--- config.mk ---
export PLATFORM = sky130hd
export DESIGN_NAME = line_upscale_reader
export DESIGN_NICKNAME = d
export VERILOG_FILES = /design/src/rtl/line_upscale_reader_pkg.sv /design/src/rtl/line_upscale_reader.sv
export SDC_FILE = /design/constraint.sdc
export NUM_CORES = 1
export LEC_CHECK = 0
export ABC_AREA = 1
export CAP_MARGIN = 20
export CORE_MARGIN = 2
export CORE_UTILIZATION = 54
export CTS_CLUSTER_DIAMETER = 150
export DETAILED_ROUTE_END_ITERATION = 10
export DONT_BUFFER_PORTS = 1
export PLACE_DENSITY = 0.66
export SLEW_MARGIN = 40
export SYNTH_ARGS = -nofsm -noshare
export SYNTH_HDL_FRONTEND = slang
export SYNTH_SLANG_ARGS = --single-unit
export TNS_END_PERCENT = 10
--- constraint.sdc ---
create_clock -name clk -period 3.05 [get_ports clk]
set_clock_uncertainty 0.05 [all_clocks]
set_input_delay 0.61 -clock clk [delete_from_list [all_inputs] [get_ports clk]]
set_output_delay 0.61 -clock clk [all_outputs]
set_load 0.005 [all_outputs]
--- src/rtl/line_upscale_reader_pkg.sv ---
// ============================================================================
//  Module  : line_upscale_reader_pkg
//  Brief   : Shared line-buffer read-side types: FSM state encoding and the
//            scale-factor sanitiser used by the upscale reader.
//  Rev     : 1.0  initial release
// ============================================================================
`default_nettype none

package line_upscale_reader_pkg;

    localparam int DEF_ADDR_W    = 12;
    localparam int DEF_DATA_W    = 24;
    localparam int DEF_SLOT_BITS = 3;

    typedef enum logic [1:0] {
        ST_IDLE   = 2'd0,
        ST_ACTIVE = 2'd1,
        ST_BLANK  = 2'd2,
        ST_DRAIN  = 2'd3
    } state_t;

    // A zero scale factor behaves as x1.
    function automatic logic [2:0] eff_scale(input logic [2:0] s);
        return (s == 3'd0) ? 3'd1 : s;
    endfunction

endpackage

`default_nettype wire

--- src/rtl/line_upscale_reader.sv ---
// ============================================================================
//  Module  : line_upscale_reader
//  Brief   : Line-buffer port-B reader; replicates each pixel hscale times and
//            each source line vscale times in the output pixel clock domain.
//  Rev     : 1.0  initial release
// ============================================================================
`default_nettype none

module line_upscale_reader
    import line_upscale_reader_pkg::*;
#(
    parameter int ADDR_W    = DEF_ADDR_W,
    parameter int DATA_W    = DEF_DATA_W,
    parameter int SLOT_BITS = DEF_SLOT_BITS,
    parameter int SRC_WIDTH = 320,
    parameter int CNT_W     = 10
) (
    input  logic              clk,
    input  logic              reset,
    input  logic              frame_start,
    input  logic              line_start,
    input  logic [2:0]        hscale,
    input  logic [2:0]        vscale,
    input  logic [CNT_W-1:0]  wr_lines_done,
    output logic [ADDR_W-1:0] adb,
    output logic              ceb,
    output logic              oce,
    input  logic [DATA_W-1:0] ram_dout,
    output logic [DATA_W-1:0] pix_data,
    output logic              pix_valid,
    output logic              line_done,
    output logic              underflow
);

    localparam int              PX_W    = ADDR_W - SLOT_BITS;
    localparam logic [PX_W-1:0] PX_LAST = PX_W'(SRC_WIDTH - 1);

    state_t            state_q, state_d;
    logic [PX_W-1:0]   px_q, px_d;
    logic [2:0]        hcnt_q, hcnt_d;
    logic [2:0]        hs_q, hs_d;
    logic [2:0]        vs_q, vs_d;
    logic [2:0]        rep_q, rep_d;
    logic              scale_load_q, scale_load_d;
    logic [CNT_W-1:0]  src_line_q, src_line_d;
    logic              underflow_q, underflow_d;
    logic              drain_q, drain_d;
    logic              ceb_q, ceb_d;
    logic [ADDR_W-1:0] adb_q, adb_d;
    logic              s1_valid_q, s1_valid_d;
    logic              s1_blank_q, s1_blank_d;
    logic              s1_last_q, s1_last_d;
    logic [DATA_W-1:0] pix_data_q, pix_data_d;
    logic              pix_valid_q, pix_valid_d;
    logic              line_done_q, line_done_d;

    logic              reload;
    logic              hstep;
    logic              line_end;
    logic [CNT_W-1:0]  start_line;

    always_comb begin
        // Scales are resampled on frame_start and on the first cycle after reset.
        reload     = frame_start || scale_load_q;
        hstep      = (hcnt_q == hs_q - 3'd1);
        line_end   = hstep && (px_q == PX_LAST);
        start_line = frame_start ? '0 : src_line_q;

        state_d      = state_q;
        px_d         = px_q;
        hcnt_d       = hcnt_q;
        hs_d         = reload ? eff_scale(hscale) : hs_q;
        vs_d         = reload ? eff_scale(vscale) : vs_q;
        scale_load_d = 1'b0;
        src_line_d   = src_line_q;
        rep_d        = rep_q;
        underflow_d  = underflow_q;
        drain_d      = drain_q;
        ceb_d        = ceb_q;
        adb_d        = adb_q;
        s1_valid_d   = 1'b0;
        s1_blank_d   = 1'b0;
        s1_last_d    = 1'b0;
        pix_valid_d  = 1'b0;
        line_done_d  = 1'b0;
        pix_data_d   = '0;

        if (frame_start) begin
            state_d     = ST_IDLE;
            ceb_d       = 1'b0;
            src_line_d  = '0;
            rep_d       = '0;
            underflow_d = 1'b0;
        end else begin
            pix_valid_d = s1_valid_q;
            line_done_d = s1_last_q;
            if (s1_valid_q && !s1_blank_q) begin
                pix_data_d = ram_dout;
            end
            unique case (state_q)
                ST_ACTIVE, ST_BLANK: begin
                    s1_valid_d = 1'b1;
                    s1_blank_d = (state_q == ST_BLANK);
                    s1_last_d  = line_end;
                    if (line_end) begin
                        state_d = ST_DRAIN;
                        ceb_d   = 1'b0;
                        drain_d = 1'b0;
                        hcnt_d  = '0;
                        // Blank lines retry the same source line next time.
                        if (state_q == ST_ACTIVE) begin
                            if (rep_q == vs_q - 3'd1) begin
                                rep_d      = '0;
                                src_line_d = src_line_q + CNT_W'(1);
                            end else begin
                                rep_d = rep_q + 3'd1;
                            end
                        end
                    end else if (hstep) begin
                        hcnt_d = '0;
                        px_d   = px_q + PX_W'(1);
                        adb_d  = {adb_q[ADDR_W-1:PX_W], px_q + PX_W'(1)};
                    end else begin
                        hcnt_d = hcnt_q + 3'd1;
                    end
                end
                ST_DRAIN: begin
                    if (drain_q) begin
                        state_d = ST_IDLE;
                    end
                    drain_d = 1'b1;
                end
                default: ;
            endcase
        end

        if (line_start && (frame_start || state_q == ST_IDLE)) begin
            px_d   = '0;
            hcnt_d = '0;
            adb_d  = {start_line[SLOT_BITS-1:0], PX_W'(0)};
            if (start_line < wr_lines_done) begin
                state_d = ST_ACTIVE;
                ceb_d   = 1'b1;
            end else begin
                state_d     = ST_BLANK;
                ceb_d       = 1'b0;
                underflow_d = 1'b1;
            end
        end
    end

    always_ff @(posedge clk or posedge reset) begin
        if (reset) begin
            state_q      <= ST_IDLE;
            px_q         <= '0;
            hcnt_q       <= '0;
            hs_q         <= 3'd1;
            vs_q         <= 3'd1;
            rep_q        <= '0;
            scale_load_q <= 1'b1;
            src_line_q   <= '0;
            underflow_q  <= 1'b0;
            drain_q      <= 1'b0;
            ceb_q        <= 1'b0;
            adb_q        <= '0;
            s1_valid_q   <= 1'b0;
            s1_blank_q   <= 1'b0;
            s1_last_q    <= 1'b0;
            pix_data_q   <= '0;
            pix_valid_q  <= 1'b0;
            line_done_q  <= 1'b0;
        end else begin
            state_q      <= state_d;
            px_q         <= px_d;
            hcnt_q       <= hcnt_d;
            hs_q         <= hs_d;
            vs_q         <= vs_d;
            rep_q        <= rep_d;
            scale_load_q <= scale_load_d;
            src_line_q   <= src_line_d;
            underflow_q  <= underflow_d;
            drain_q      <= drain_d;
            ceb_q        <= ceb_d;
            adb_q        <= adb_d;
            s1_valid_q   <= s1_valid_d;
            s1_blank_q   <= s1_blank_d;
            s1_last_q    <= s1_last_d;
            pix_data_q   <= pix_data_d;
            pix_valid_q  <= pix_valid_d;
            line_done_q  <= line_done_d;
        end
    end

    assign adb       = adb_q;
    assign ceb       = ceb_q;
    assign oce       = 1'b1;
    assign pix_data  = pix_data_q;
    assign pix_valid = pix_valid_q;
    assign line_done = line_done_q;
    assign underflow = underflow_q;

endmodule

`default_nettype wire

==> results.yml <==
status:
  status: "finished clean"
route:
  wirelength_um: 6790
  dr.pass1.iters: 4
  wl_per_cell_um: 12.3
  vias: 2729
  vias_per_cell: 4.93
  drtIter0Drc: 164
  drc: 0
  final_antenna_net_count: 0
power:
  p_leak_uw: 0.00223
  ir_drop_mv: 0.388
  p_seq_frac: 0.443
  clkPwrFrac: 0.309
  comb_power_share: 0.248
  power_uw: 2650
  p_int_uw: 1750
  switchingPower_uw: 900
  p_per_area_nw_per_um2: 663
  p_sw_frac: 0.339
floorplan:
  die_x_um: 87.1
  core_area_um2: 6720
  ios: 85
  dieHeight_um: 87.1
  initial_core_util: 0.555
  rows: 30
  fp.dieArea_um2: 7580
timing:
  slew_headroom: 0.498
  timing_worst_slew_pin_value_ns: 0.751
  period_needed_ns: 2.08
  fin_setup_tns_ns: 0
  worst_slack_ns: 0.974
  period_share: 0.681
  rsz0062_at_grt: "false"
  fmax_mhz: 482
  final-hold-violation-count: 0
  slew_violations: 0
  setup_viol: 0
synth:
  yosys.area.top_type: "dfrtp_1"
  synth_flop_cell: "dfrtp_1"
  synth-edff-count: 0
  synthArstFlopShare: 1.00
  synth.area.top_cells: "dfrtp_1 (44%), nand2_1 (11%), inv_1 (8.2%)"
  synthTopCellsByCount: "nand2_1 (111), inv_1 (81), dfrtp_1 (66), nor2_1 (62), nand3_1 (40)"
  yosysSeqAreaShare: 0.464
  synth_area_um2: 3730
  yosysMostFrequentCell: "nand2_1"
  synth_nets: 531
  syn_avg_cell_area_um2: 7.96
  yosysWarnings: 0
  synth_cell_types: 31
  netlist_instances: 468
  ys_seq_elements: 69
  synth_top_area_frac: 0.443
layout:
  antenna_cells: 0
  area_delta_synth_final_pct: 7.35
  fin_cells: 553
  nets: 531
  drive_above_1_share: 0.0951
  stdcell_area_um2: 4000
placement:
  placed_area_um2: 3780
  hpwl_um: 4850
  gp_congestion: 0.809
  place_ws_ns: 0.964
  placed_cells_incl_taps: 537
  io_buffers: 0
worst_setup_path:
  critical_path_class: "flop to flop"
  rrSetupSlack_ns: 0.97
  r2r_start: "vs_q[0]$_DFFE_PP1P_"
  crit_end: "src_line_q[5]$_DFFE_PP0P_"
  arrival_ns: 2.25
  cp.required_ns: 3.23
  start_kind: "flop"
  cp-startpoint: "vs_q[0]$_DFFE_PP1P_"
  r2r-end: "src_line_q[5]$_DFFE_PP0P_"
  path_max_fanout: 12
  worstSetupEndpointType: "flop"
  worstRegToRegCells: 9
grt:
  antenna_found_initial: 0
  grt_overflow_total: 0
  grt_pass1_vias: 2667
  grt_usage: 0.192
  grt_max_degree: 70
  grt_pass1_wl_um: 11400
cts:
  cts_tree: "done"
  clk_pin_slew_worst_paths_ns: 0.08
  clkSinkCount: 69
  post_cts_buffers: 0
  cts_resized: 0
  clkLatencyLatePin_ns: 0.34
  cts_htree_levels: 3
  cts_buffer_depth: 2
  root_buffer: "clkbuf_8"
  cts_made_buffers: 9
  hold_buffers: 0
job:
  max_cap_viol_count: 0
worst_hold_path:
  hold_class: "input port to asynchronous set/reset pin"
==> layer usage <==
layer	global-route usage	up-vias	wire [µm]
li1	-	1418	-
met1	0.250	1235	3250
met2	0.294	70	3090
met3	0.0682	6	377
met4	0.0767	0	73
met5	0	-	0
==> registers in the layout, indices dropped and copies added, names as in the netlist, 3 cells and up <==
name	cells
pix_data	24
src_line_q	10
px_q	9
adb	3
hcnt_q	3
hs_q	3
rep_q	3
vs_q	3
==> cell families after synthesis <==
group | synth area share
xor+xnor | 0.0399
fa+ha+maj | 0.0638
other cells | 0.00201
simple gates | 0.299
compound gates | 0.0279
flops | 0.464
buf+inv | 0.103
==> area by class of cell <==
type                       count  area (µm²)
clock inverter                 6        86.3
sequential                    69        1730
clock buffer                  10         138
timing repair buffer           1        11.3
inverter                      85         322
tap                           80         100
multi-input combinational    302        1610
fill                         618        2720
==> placed cells by master (no fill, tap or decap), types with 2 or more instances in the layout <==
cell type,netlist,routed
nand2_1,111,111
inv_1,81,80
dfrtp_1,66,66
nor2_1,62,62
nand3_1,40,40
ha_1,19,19
o21ai_0,12,12
xor2_1,10,10
clkbuf_8,0,10
nand4_1,9,9
nand2_2,8,8
xnor2_1,7,7
nor2_4,4,4
inv_2,3,4
nand3_4,3,3
a21oi_1,3,3
dfstp_2,3,3
nor2_2,2,2
nor3_1,2,2
conb_1,2,2
clkinv_2,0,2
bufinv_16,0,2
==> per-stage QoR <==
| step | util | hold WS [ns] |
|---|---|---|
| after detailed placement | 0.562 | 0.404 |
| after CTS | 0.596 | 0.267 |
| after floorplan | - | 0.384 |
| after global routing | 0.596 | 0.269 |
| after global placement | 0.562 | 0.407 |
| final | 0.596 | 0.261 |
==> how the worst min path moves through the flow <==
stage                                        end  slack [ns]
after global placement       line_done$_DFF_PP0_        0.41
after floorplan              line_done$_DFF_PP0_        0.38
after CTS                 pix_data[22]$_DFF_PP0_        0.27
after global routing        s1_blank_q$_DFF_PP0_        0.27
final                     pix_data[22]$_DFF_PP0_        0.26
after detailed placement     line_done$_DFF_PP0_        0.40
==> worst max-delay path, cell delays in order (launching register included) <==
cell and delay (ns):
dfstp_2 0.54, inv_1 0.05, ha_1 0.30, xnor2_1 0.13, nor2_1 0.09, nand3_1 0.09
nand2_1 0.35, nand3_4 0.21, nand2_1 0.11, nand2_1 0.06
==> power by group through the flow <==
stage / Sequential, µW / Clock (µW) / Combinational [µW]
2_1_floorplan: 1150 / 0 / 570
3_3_place_gp: 1190 / 0 / 631
3_5_place_dp: 1190 / 0 / 663
4_1_cts: 1180 / 838 / 668
5_1_grt: 1200 / 878 / 762
6_report: 1180 / 821 / 657
No activity file was read; power rests on OpenSTA's default activity.
